$ cat config.mk
export PLATFORM = sky130hd
export DESIGN_NAME = eret_controller_flat
export DESIGN_NICKNAME = d
export VERILOG_FILES = /design/src/rtl/eret_controller_pkg.sv /design/src/rtl/eret_controller_if.sv /design/src/rtl/eret_controller_exception_queue.sv /design/src/rtl/eret_controller.sv /design/src/flat_wrapper.sv
export SDC_FILE = /design/constraint.sdc
export NUM_CORES = 1
export LEC_CHECK = 0
export CAP_MARGIN = 40
export CORE_ASPECT_RATIO = 0.6
export CORE_UTILIZATION = 25
export CTS_BUF_LIST = sky130_fd_sc_hd__clkbuf_16
export DETAILED_ROUTE_END_ITERATION = 8
export PLACE_DENSITY_LB_ADDON = 0.12
export SYNTH_ARGS = -nofsm -noshare
export SYNTH_HDL_FRONTEND = slang
export SYNTH_SLANG_ARGS = --single-unit
$ cat constraint.sdc
create_clock -name CLK -period 2.3 [get_ports CLK]
set_clock_uncertainty 0.2 [all_clocks]
set_input_delay 0.345 -clock CLK [delete_from_list [all_inputs] [get_ports CLK]]
set_output_delay 0.345 -clock CLK [all_outputs]
set_load 0.01 [all_outputs]
$ cat src/rtl/eret_controller_pkg.sv
// rtl/eret_controller_pkg.sv - shared coprocessor constants: state encodings and cause bit indices
package eret_controller_pkg;

    typedef enum logic [1:0] {
        ST_USER   = 2'b00,
        ST_KERNEL = 2'b01,
        ST_RETURN = 2'b10
    } state_e;

    localparam int CAUSE_W   = 2;
    localparam int CAUSE_OVF = 0;
    localparam int CAUSE_USR = 1;

    function automatic logic is_exception(input logic [CAUSE_W-1:0] c);
        return c[CAUSE_OVF] | c[CAUSE_USR];
    endfunction

endpackage

$ cat src/rtl/eret_controller_if.sv
// rtl/eret_controller_if.sv - mode-logic / PC-unit signal bundle of the exception return controller
interface eret_controller_if
    import eret_controller_pkg::*;
#(
    parameter int PC_WIDTH = 16
);
    logic                enter;
    logic [CAUSE_W-1:0]  cause_in;
    logic [PC_WIDTH-1:0] pc_in;
    logic                eret;
    logic                pc_ack;
    logic                mode;
    logic                int_en;
    logic [PC_WIDTH-1:0] epc;
    logic [CAUSE_W-1:0]  cause;
    logic                restore_valid;
    logic [PC_WIDTH-1:0] restore_pc;
    logic                pending;

    modport master (
        output enter, cause_in, pc_in, eret, pc_ack,
        input  mode, int_en, epc, cause, restore_valid, restore_pc, pending
    );

    modport slave (
        input  enter, cause_in, pc_in, eret, pc_ack,
        output mode, int_en, epc, cause, restore_valid, restore_pc, pending
    );
endinterface

$ cat src/rtl/eret_controller_exception_queue.sv
// rtl/eret_controller_exception_queue.sv - one-deep pending exception queue with cause merging
module exception_queue
    import eret_controller_pkg::*;
#(
    parameter int PC_WIDTH = 16
) (
    input  logic                clk,
    input  logic                reset,
    input  logic                push_i,
    input  logic                pop_i,
    input  logic [PC_WIDTH-1:0] pc_i,
    input  logic [CAUSE_W-1:0]  cause_i,
    output logic                valid_o,
    output logic                eff_valid_o,
    output logic [PC_WIDTH-1:0] eff_pc_o,
    output logic [CAUSE_W-1:0]  eff_cause_o
);
    logic                valid_q, valid_d;
    logic [PC_WIDTH-1:0] pc_q, pc_d;
    logic [CAUSE_W-1:0]  cause_q, cause_d;

    // Effective entry includes this cycle's push, so a same-cycle pop sees it.
    assign eff_valid_o = valid_q | push_i;
    assign eff_pc_o    = valid_q ? pc_q : pc_i;
    assign eff_cause_o = cause_q | (push_i ? cause_i : '0);
    assign valid_o     = valid_q;

    always_comb begin
        valid_d = valid_q;
        pc_d    = pc_q;
        cause_d = cause_q;
        if (pop_i) begin
            valid_d = 1'b0;
            pc_d    = '0;
            cause_d = '0;
        end else if (push_i) begin
            valid_d = 1'b1;
            pc_d    = eff_pc_o;
            cause_d = eff_cause_o;
        end
    end

    always_ff @(posedge clk) begin
        if (reset) begin
            valid_q <= 1'b0;
            pc_q    <= '0;
            cause_q <= '0;
        end else begin
            valid_q <= valid_d;
            pc_q    <= pc_d;
            cause_q <= cause_d;
        end
    end
endmodule

$ cat src/rtl/eret_controller.sv
// rtl/eret_controller.sv - USER/KERNEL/RETURN exception entry and return sequencer
module eret_controller
    import eret_controller_pkg::*;
#(
    parameter int PC_WIDTH = 16
) (
    input  logic              CLK,
    input  logic              reset,
    eret_controller_if.slave  bus
);
    state_e              state_q, state_d;
    logic                mode_q, mode_d;
    logic                int_en_q, int_en_d;
    logic [PC_WIDTH-1:0] epc_q, epc_d;
    logic [CAUSE_W-1:0]  cause_q, cause_d;
    logic                rv_q, rv_d;

    logic                exc, push, pop;
    logic                q_valid, q_eff_valid;
    logic [PC_WIDTH-1:0] q_eff_pc;
    logic [CAUSE_W-1:0]  q_eff_cause;

    assign exc  = bus.enter & is_exception(bus.cause_in);
    assign push = exc & (state_q != ST_USER);

    exception_queue #(.PC_WIDTH(PC_WIDTH)) u_queue (
        .clk         (CLK),
        .reset       (reset),
        .push_i      (push),
        .pop_i       (pop),
        .pc_i        (bus.pc_in),
        .cause_i     (bus.cause_in),
        .valid_o     (q_valid),
        .eff_valid_o (q_eff_valid),
        .eff_pc_o    (q_eff_pc),
        .eff_cause_o (q_eff_cause)
    );

    always_comb begin
        state_d  = state_q;
        mode_d   = mode_q;
        int_en_d = int_en_q;
        epc_d    = epc_q;
        cause_d  = cause_q;
        rv_d     = rv_q;
        pop      = 1'b0;
        case (state_q)
            ST_USER: begin
                if (exc) begin
                    state_d  = ST_KERNEL;
                    mode_d   = 1'b1;
                    int_en_d = 1'b0;
                    epc_d    = bus.pc_in;
                    cause_d  = bus.cause_in;
                end
            end
            ST_KERNEL: begin
                if (bus.eret) begin
                    state_d = ST_RETURN;
                    rv_d    = 1'b1;
                end
            end
            ST_RETURN: begin
                if (bus.pc_ack) begin
                    rv_d = 1'b0;
                    // A queued exception re-enters the kernel without dropping to user mode.
                    if (q_eff_valid) begin
                        pop     = 1'b1;
                        state_d = ST_KERNEL;
                        epc_d   = q_eff_pc;
                        cause_d = q_eff_cause;
                    end else begin
                        state_d  = ST_USER;
                        mode_d   = 1'b0;
                        int_en_d = 1'b1;
                    end
                end
            end
            default: begin
                state_d  = ST_USER;
                mode_d   = 1'b0;
                int_en_d = 1'b1;
                rv_d     = 1'b0;
            end
        endcase
    end

    always_ff @(posedge CLK) begin
        if (reset) begin
            state_q  <= ST_USER;
            mode_q   <= 1'b0;
            int_en_q <= 1'b1;
            epc_q    <= '0;
            cause_q  <= '0;
            rv_q     <= 1'b0;
        end else begin
            state_q  <= state_d;
            mode_q   <= mode_d;
            int_en_q <= int_en_d;
            epc_q    <= epc_d;
            cause_q  <= cause_d;
            rv_q     <= rv_d;
        end
    end

    assign bus.mode          = mode_q;
    assign bus.int_en        = int_en_q;
    assign bus.epc           = epc_q;
    assign bus.cause         = cause_q;
    assign bus.restore_valid = rv_q;
    assign bus.restore_pc    = epc_q;
    assign bus.pending       = q_valid;
endmodule
$ cat src/flat_wrapper.sv
// flat-port wrapper written by rule: the top's interface ports become plain ports
module eret_controller_flat import eret_controller_pkg::*;
#(
    parameter int PC_WIDTH = 16
)
  (CLK, reset, bus_enter, bus_cause_in, bus_pc_in, bus_eret, bus_pc_ack, bus_mode, bus_int_en, bus_epc, bus_cause, bus_restore_valid, bus_restore_pc, bus_pending);
  eret_controller_if #(.PC_WIDTH(PC_WIDTH)) bus_i ();
  input  logic CLK;
  input  logic reset;
  input wire logic [$bits(bus_i.enter)-1:0] bus_enter;
  input wire logic [$bits(bus_i.cause_in)-1:0] bus_cause_in;
  input wire logic [$bits(bus_i.pc_in)-1:0] bus_pc_in;
  input wire logic [$bits(bus_i.eret)-1:0] bus_eret;
  input wire logic [$bits(bus_i.pc_ack)-1:0] bus_pc_ack;
  output wire logic [$bits(bus_i.mode)-1:0] bus_mode;
  output wire logic [$bits(bus_i.int_en)-1:0] bus_int_en;
  output wire logic [$bits(bus_i.epc)-1:0] bus_epc;
  output wire logic [$bits(bus_i.cause)-1:0] bus_cause;
  output wire logic [$bits(bus_i.restore_valid)-1:0] bus_restore_valid;
  output wire logic [$bits(bus_i.restore_pc)-1:0] bus_restore_pc;
  output wire logic [$bits(bus_i.pending)-1:0] bus_pending;
  assign bus_i.enter = bus_enter;
  assign bus_i.cause_in = bus_cause_in;
  assign bus_i.pc_in = bus_pc_in;
  assign bus_i.eret = bus_eret;
  assign bus_i.pc_ack = bus_pc_ack;
  assign bus_mode = bus_i.mode;
  assign bus_int_en = bus_i.int_en;
  assign bus_epc = bus_i.epc;
  assign bus_cause = bus_i.cause;
  assign bus_restore_valid = bus_i.restore_valid;
  assign bus_restore_pc = bus_i.restore_pc;
  assign bus_pending = bus_i.pending;
  eret_controller #(.PC_WIDTH(PC_WIDTH)) u_core (.CLK(CLK), .reset(reset), .bus(bus_i));
endmodule
==> results.md, run 1 <==
- Most frequent cells in the layout: 59 x clkdlybuf4s50_1, 42 x dfxtp_1, 23 x a21oi_1
- CTS Buffer Depth: 2
- Vias/cell: roughly 5.1
- Syn Nets: 260
- Largest vdd supply drop: around 0.23 mV
- Final cycle utilization of the critical path: 94.0%
- DP HPWL: about 4500 um
- Routed wire length: between 6000 and 7000 um
- CTS tree: yes
- RR Startpoint: u_core.u_queue.valid_o
- RSZ-0062 raised after global routing: false
- Wire length on met3: 297 um
- Max FO, Critical Path: 9
- H-tree levels: 2
- Initial antenna violation count: 0
- Placed inst area: between 2000 and 3000 um^2
- Critical Path, Cell by Cell: buf_4 > clkdlybuf4s50_1
- End of the worst register-to-register path: u_core.bus.epc[4]
- Mapped cell area: between 2000 and 2500 um^2
- Clk sinks: 42
- Max Fclk: between 400 and 500 MHz
- Worst hold path class: reg2reg
- R2R depth: 4
- Syn_area_per_cell: roughly 9.6 um^2
- Die area: roughly 9500 um^2
- Highest routed layer: met4
- Rel. slew slack: approximately three fifths
- Area delta synth->final: 32.4%
- Seq cells post-synth: 42
- Top FF cell, synth: dfxtp_1
- Grt ovf: 0
- Delay-heaviest family, CP: buffers and inverters
- Final Wtd Congestion: ~0.73
- Via Count: about 2000
- R2R setup slack: ~0.36 ns
- Nets: a little over 300
- Total track usage: between 10% and 20%
- Placed Cells: between 300 and 400
- Hold Crit Depth: 2
- Post-CTS sizing: 0
- Port Buf Inserts: 60
- Pwr Total: about 2.1 mW
- Met2 WL post-DR: roughly 2800 um
- Routed Antenna Nets: 0
- Drt first pass iters: 8
- Yosys Warn Count: 0
- Worst Tran Pin Value: approximately 0.6 ns
- Die Wd: about 130 um
- # hold bufs at CTS: 0
- WHS Endpoint: u_core.u_queue.pc_q[14]
- Setup crit start kind: register
- # Max-Cap Violations: 0
- Die H: 75.8 um
- Most common cell after layout, fill and taps aside: clkdlybuf4s50_1
- Pre-CTS WS: around 0.16 ns
- Outcome: finished, violations left
- Min Tclk post-route: around 2.2 ns
- Clk_lat worst skew: around 0.29 ns
- Leakage: between 1 and 1.5 nW
- Fin worst setup slack: between 0.1 and 0.15 ns
- Setup crit end kind: output pin
- CP required: 1.75 ns
- Slew Viols, Final: 0
- Seq/Total Area, Yosys: between 30% and 40%
- Async S/R FF share, synth: 0%
- Num CTS Buffers: 5
- DRC viols: 4
- Number of flops mapped to enable cells by yosys: 0
- Initial DRC Count: 110
- # setup viols final: 0
- Rows: 26
- Layout cells sized above 1: around 16%
- Total Neg Setup Slack: 0 ns
- Netlist cell types: 40
- Worst hold start: u_core.u_queue.pc_q[14]
- Clock root buffer: clkbuf_16
- Post-Layout Cell Count: roughly 400
- Setup Buffers After CTS: 0
- PwrDens: 691 nW/um^2
- First-pass GRT wire length: between 10000 and 15000 um
- Clk slew on worst S/H paths: 0.06 ns
- Core Footprint: 8650 um^2
- Avg WL per Cell: about 17 um
- Final hold vios: 0
- Failing checks: DRC
- Setup CP Type: reg2out
- Synth Instances: 237
- Boundary Pins: a little over 60
- Starting Density: about a quarter
- CP Data Arrival Time: between 1.5 and 2 ns
- Buf/Inv on CP: 2
- Wire length on met1: 3550 um
- Number of global-route vias before repair: 1900
- Slowest CP cell: dfxtp_1
- Pin count of the biggest net entering global routing: 27
- Cell area after layout: approximately 3000 um^2
- CP peak stage delay: between 0.5 and 0.6 ns
- Ant diodes: 0
[state kept, by name (all words and copies together) (netlist names)]
register / cells
u_core.u_queue.cause_q: 2
u_core.bus.mode: 1
u_core.bus.epc: 16
u_core.bus.int_en: 1
u_core.u_queue.valid_o: 1
u_core.u_queue.pc_q: 16
u_core.state_q: 2
u_core.bus.restore_valid: 1
u_core.bus.cause: 2
[tightest hold or removal path: stages (launching register included)]
cell and delay (ns):
dfxtp_1 0.31, o21ai_0 0.06, a211oi_1 0.06
[cells by family after synthesis]
family | after synthesis | share of synthesized area, %
DFF | 42 | 37.0
muxes | 16 | 7.05
buffers and inverters | 44 | 14.3
and+or+nand+nor | 49 | 12.2
AOI/OAI and AO/OA | 86 | 29.5
[per-stage QoR]
step	util [%]	hold slack, ns
final	34.8	0.282
after global routing	34.8	0.301
after CTS	34.8	0.287
after detailed placement	32.9	0.274
after global placement	32.9	0.269
after floorplan	-	0.262
[worst max path at each step]
stage / start / endpoint / slack (ns) / cells after the start
after detailed placement: bus_cause_in[1] / u_core.bus.epc[5] / 0.16 / 4
final: u_core.u_queue.valid_o / bus_pending / 0.14 / 2
after CTS: u_core.u_queue.valid_o / bus_pending / 0.13 / 2
after floorplan: u_core.u_queue.valid_o / u_core.bus.epc[11] / 0.62 / 6
after global routing: u_core.u_queue.valid_o / bus_pending / 0.05 / 2
after global placement: bus_cause_in[1] / u_core.bus.epc[7] / 0.21 / 4
[cell type report]
cell class,count,area (um^2)
clock buffers,5,125
clock inverters,3,40.0
fillers,898,5640
inverters,2,7.51
multi-input cells,151,1110
flip-flops and latches,42,841
well taps,112,140
repair buffers,77,748
[Yosys cell counts, types with 2 or more instances]
cell,instances,area (um^2)
buf_2,7,35.0
nor2_1,2,7.51
clkbuf_2,2,10.0
nand3_1,16,80.1
a2111oi_0,3,26.3
clkbuf_1,7,26.3
buf_12,2,40.0
mux2i_1,16,160
nor3_1,21,105
o21ai_0,16,80.1
a21oi_1,23,115
a2111oi_1,5,50.1
a2111oi_2,10,150
a22oi_1,2,15.0
a211oi_1,17,128
buf_6,5,56.3
nand3b_1,2,15.0
buf_4,18,135
dfxtp_1,42,841
[layer usage]
layer | vias up | GRT usage [%]
li1 | 976 | -
met1 | 968 | 20.3
met2 | 42 | 21.8
met3 | 3 | 3.65
met4 | 0 | 3.25
met5 | - | 0
[report_power, final]
part           total (mW)  internal [mW]  switching, mW
Sequential          0.829          0.779         0.0500
Clock               0.824          0.509          0.315
Combinational       0.427          0.231          0.197
Power figures use the tool's default switching activity.
==> run 2, diff against run 1 <==
==> constraint.sdc (replaced) <==
create_clock -name CLK -period 2.09 [get_ports CLK]
set_clock_uncertainty 0.2 [all_clocks]
set_input_delay 0.3135 -clock CLK [delete_from_list [all_inputs] [get_ports CLK]]
set_output_delay 0.3135 -clock CLK [all_outputs]
set_load 0.01 [all_outputs]
==> run 2 against run 1 <==
Net effect:
- the flow now finishes without violations
- die area stayed put
- setup slack worse by 0.022 ns
- register-to-register slack worse by 0.17 ns
- global-route usage is 0.80 points higher
- critical path depth is 1 lower
- first-iteration DRC count is 19% lower
- sequential power is 10% higher
- wire length is 0.95% higher
- total power is 9.3% higher
- largest power group unchanged
- highest routed layer unchanged
==> results.md, run 2 (synthesis results as in run 1) <==
- Final Util: 35.2% (+0.38 points)
- Initial antenna violation count: 0 (unchanged)
- Number of global-route vias before repair: 1944 (+2.3%)
- Clk_lat worst skew: 0.29 ns (about the same)
- Slew Viols, Final: 0 (unchanged)
- Nets: 305 (+0.99%)
- # hold bufs at CTS: 0 (unchanged)
- Clk slew on worst S/H paths: 0.06 ns (about the same)
- CTS Buffer Depth: 2 (unchanged)
- Die H: 75.8 um (unchanged)
- Fin worst setup slack: 0.115 ns (-0.0215 ns)
- Die area: 9490 um^2 (unchanged)
- RSZ-0062 raised after global routing: false
- Routed Antenna Nets: 0 (unchanged)
- DRC viols: 0 (-4)
- Port Buf Inserts: 60 (unchanged)
- Starting Density: 26.3% (unchanged)
- Final cycle utilization of the critical path: ~94%
- Most common cell after layout, fill and taps aside: clkdlybuf4s50_1
- Max Fclk: 506 MHz
- Rel. slew slack: 74.1% (+14 points)
- Most frequent cells in the layout: 59 x clkdlybuf4s50_1, 42 x dfxtp_1, 23 x a21oi_1
- Avg WL per Cell: 17.0 um (+0.18%)
- Setup crit start kind: register
- Die Wd: 125 um (unchanged)
- PwrDens: 747 nW/um^2 (+8.1%)
- DP HPWL: 4450 um (-0.55%)
- Placed Cells: 387 (+0.78%)
- R2R setup slack: 0.19 ns (-0.17 ns)
- Critical Path, Cell by Cell: clkdlybuf4s50_1
- Area delta synth->final: 33.9%
- # setup viols final: 0 (unchanged)
- Setup crit end kind: output pin
- Worst Tran Pin Value: 0.379 ns (-0.214 ns)
- Boundary Pins: 61 (unchanged)
- Grt ovf: 0 (unchanged)
- FF/Latch Area: 841 um^2 (unchanged)
- Leakage: 1.15 nW (+2.0%)
- Outcome: completed
- Post-Layout Cell Count: 395 (+0.77%)
- Final Wtd Congestion: 0.745 (+2.5%)
- Initial DRC Count: 89 (-19%)
- Layout cells sized above 1: 15.9% (+0.19 points)
- First-pass GRT wire length: 10900 um (+5.5%)
- Largest vdd supply drop: 0.272 mV (+17%)
- Final hold slack: 0.202 ns (-0.0799 ns)
- Post-CTS sizing: 0 (unchanged)
- Final hold vios: 0 (unchanged)
- CP required: 1.58 ns (-0.17 ns)
- Slowest CP cell: clkdlybuf4s50_1
- Setup Buffers After CTS: 0 (unchanged)
- Delay-heaviest family, CP: buffers and inverters
- H-tree levels: 2 (unchanged)
- Total track usage: 15.1% (+0.80 points)
- Max FO, Critical Path: 9 (unchanged)
- Rows: 26 (unchanged)
- Ant diodes: 0 (unchanged)
- Core Footprint: 8650 um^2 (unchanged)
- Min Tclk post-route: between 1.5 and 2 ns
- Buf/Inv on CP: 1 (-1)
- Routed wire length: 6730 um (+0.95%)
- Vias/cell: 5.08 (+0.19%)
- Worst hold path class: in2reg
- # Max-Cap Violations: 0 (unchanged)
- Fillers: 900 (+0.22%)
- CP peak stage delay: 0.62 ns (+0.05 ns)
- CP Data Arrival Time: 1.46 ns (-0.16 ns)
- Setup CP Type: reg2out
- Num CTS Buffers: 5 (unchanged)
- CTS tree: yes
- Clock root buffer: clkbuf_16
- Multi-input logic area: 1110 um^2 (unchanged)
- Pre-CTS WS: -0.0364 ns (-0.194 ns)
- Pin count of the biggest net entering global routing: 24 (-11%)
- Pwr Total: 2.27 mW (+9.3%)
- Drt first pass iters: 6 (-2)
- Via Count: 2008 (+0.96%)
- Clk sinks: 42 (unchanged)
## run 2: through the flow
step	setup TNS [ns]	area (um^2)
floorplan	0	2270
global placement	0	2880
detailed placement	-0.113	2880
CTS	0	3040
global route	0	3040
finish	0	3040
## run 2: final timing paths
path,start,to,cells past startpoint
setup / recovery,u_core.u_queue.valid_o,bus_pending,1
hold / removal,reset,u_core.bus.int_en,3
setup reg to reg,u_core.u_queue.valid_o,u_core.bus.epc[8],3
hold reg to reg,u_core.u_queue.pc_q[6],u_core.u_queue.pc_q[6],2
## run 2: where the power goes
part	switching [mW]	total, mW	internal, mW	leakage (nW)
registers	0.0568	0.914	0.857	0.344
logic	0.219	0.480	0.260	0.721
clock network	0.324	0.879	0.555	0.0864
total	0.600	2.27	1.67	1.15
## run 2: routing by layer
layer | GRT usage [%] | part of all wire, %
met5 | 0 | 0
met4 | 4.47 | 0.98
met3 | 3.37 | 4.8
met2 | 21.8 | 40
met1 | 22.2 | 54
## run 2: final cells by class
cell class                 count  share of cell area (%)
tap                          112                    4.61
multi-input combinational    151                    36.4
sequential                    42                    27.6
timing repair buffer          80                    25.8
clock inverter                 3                    1.23
clock buffer                   5                    4.11
inverter                       2                   0.247
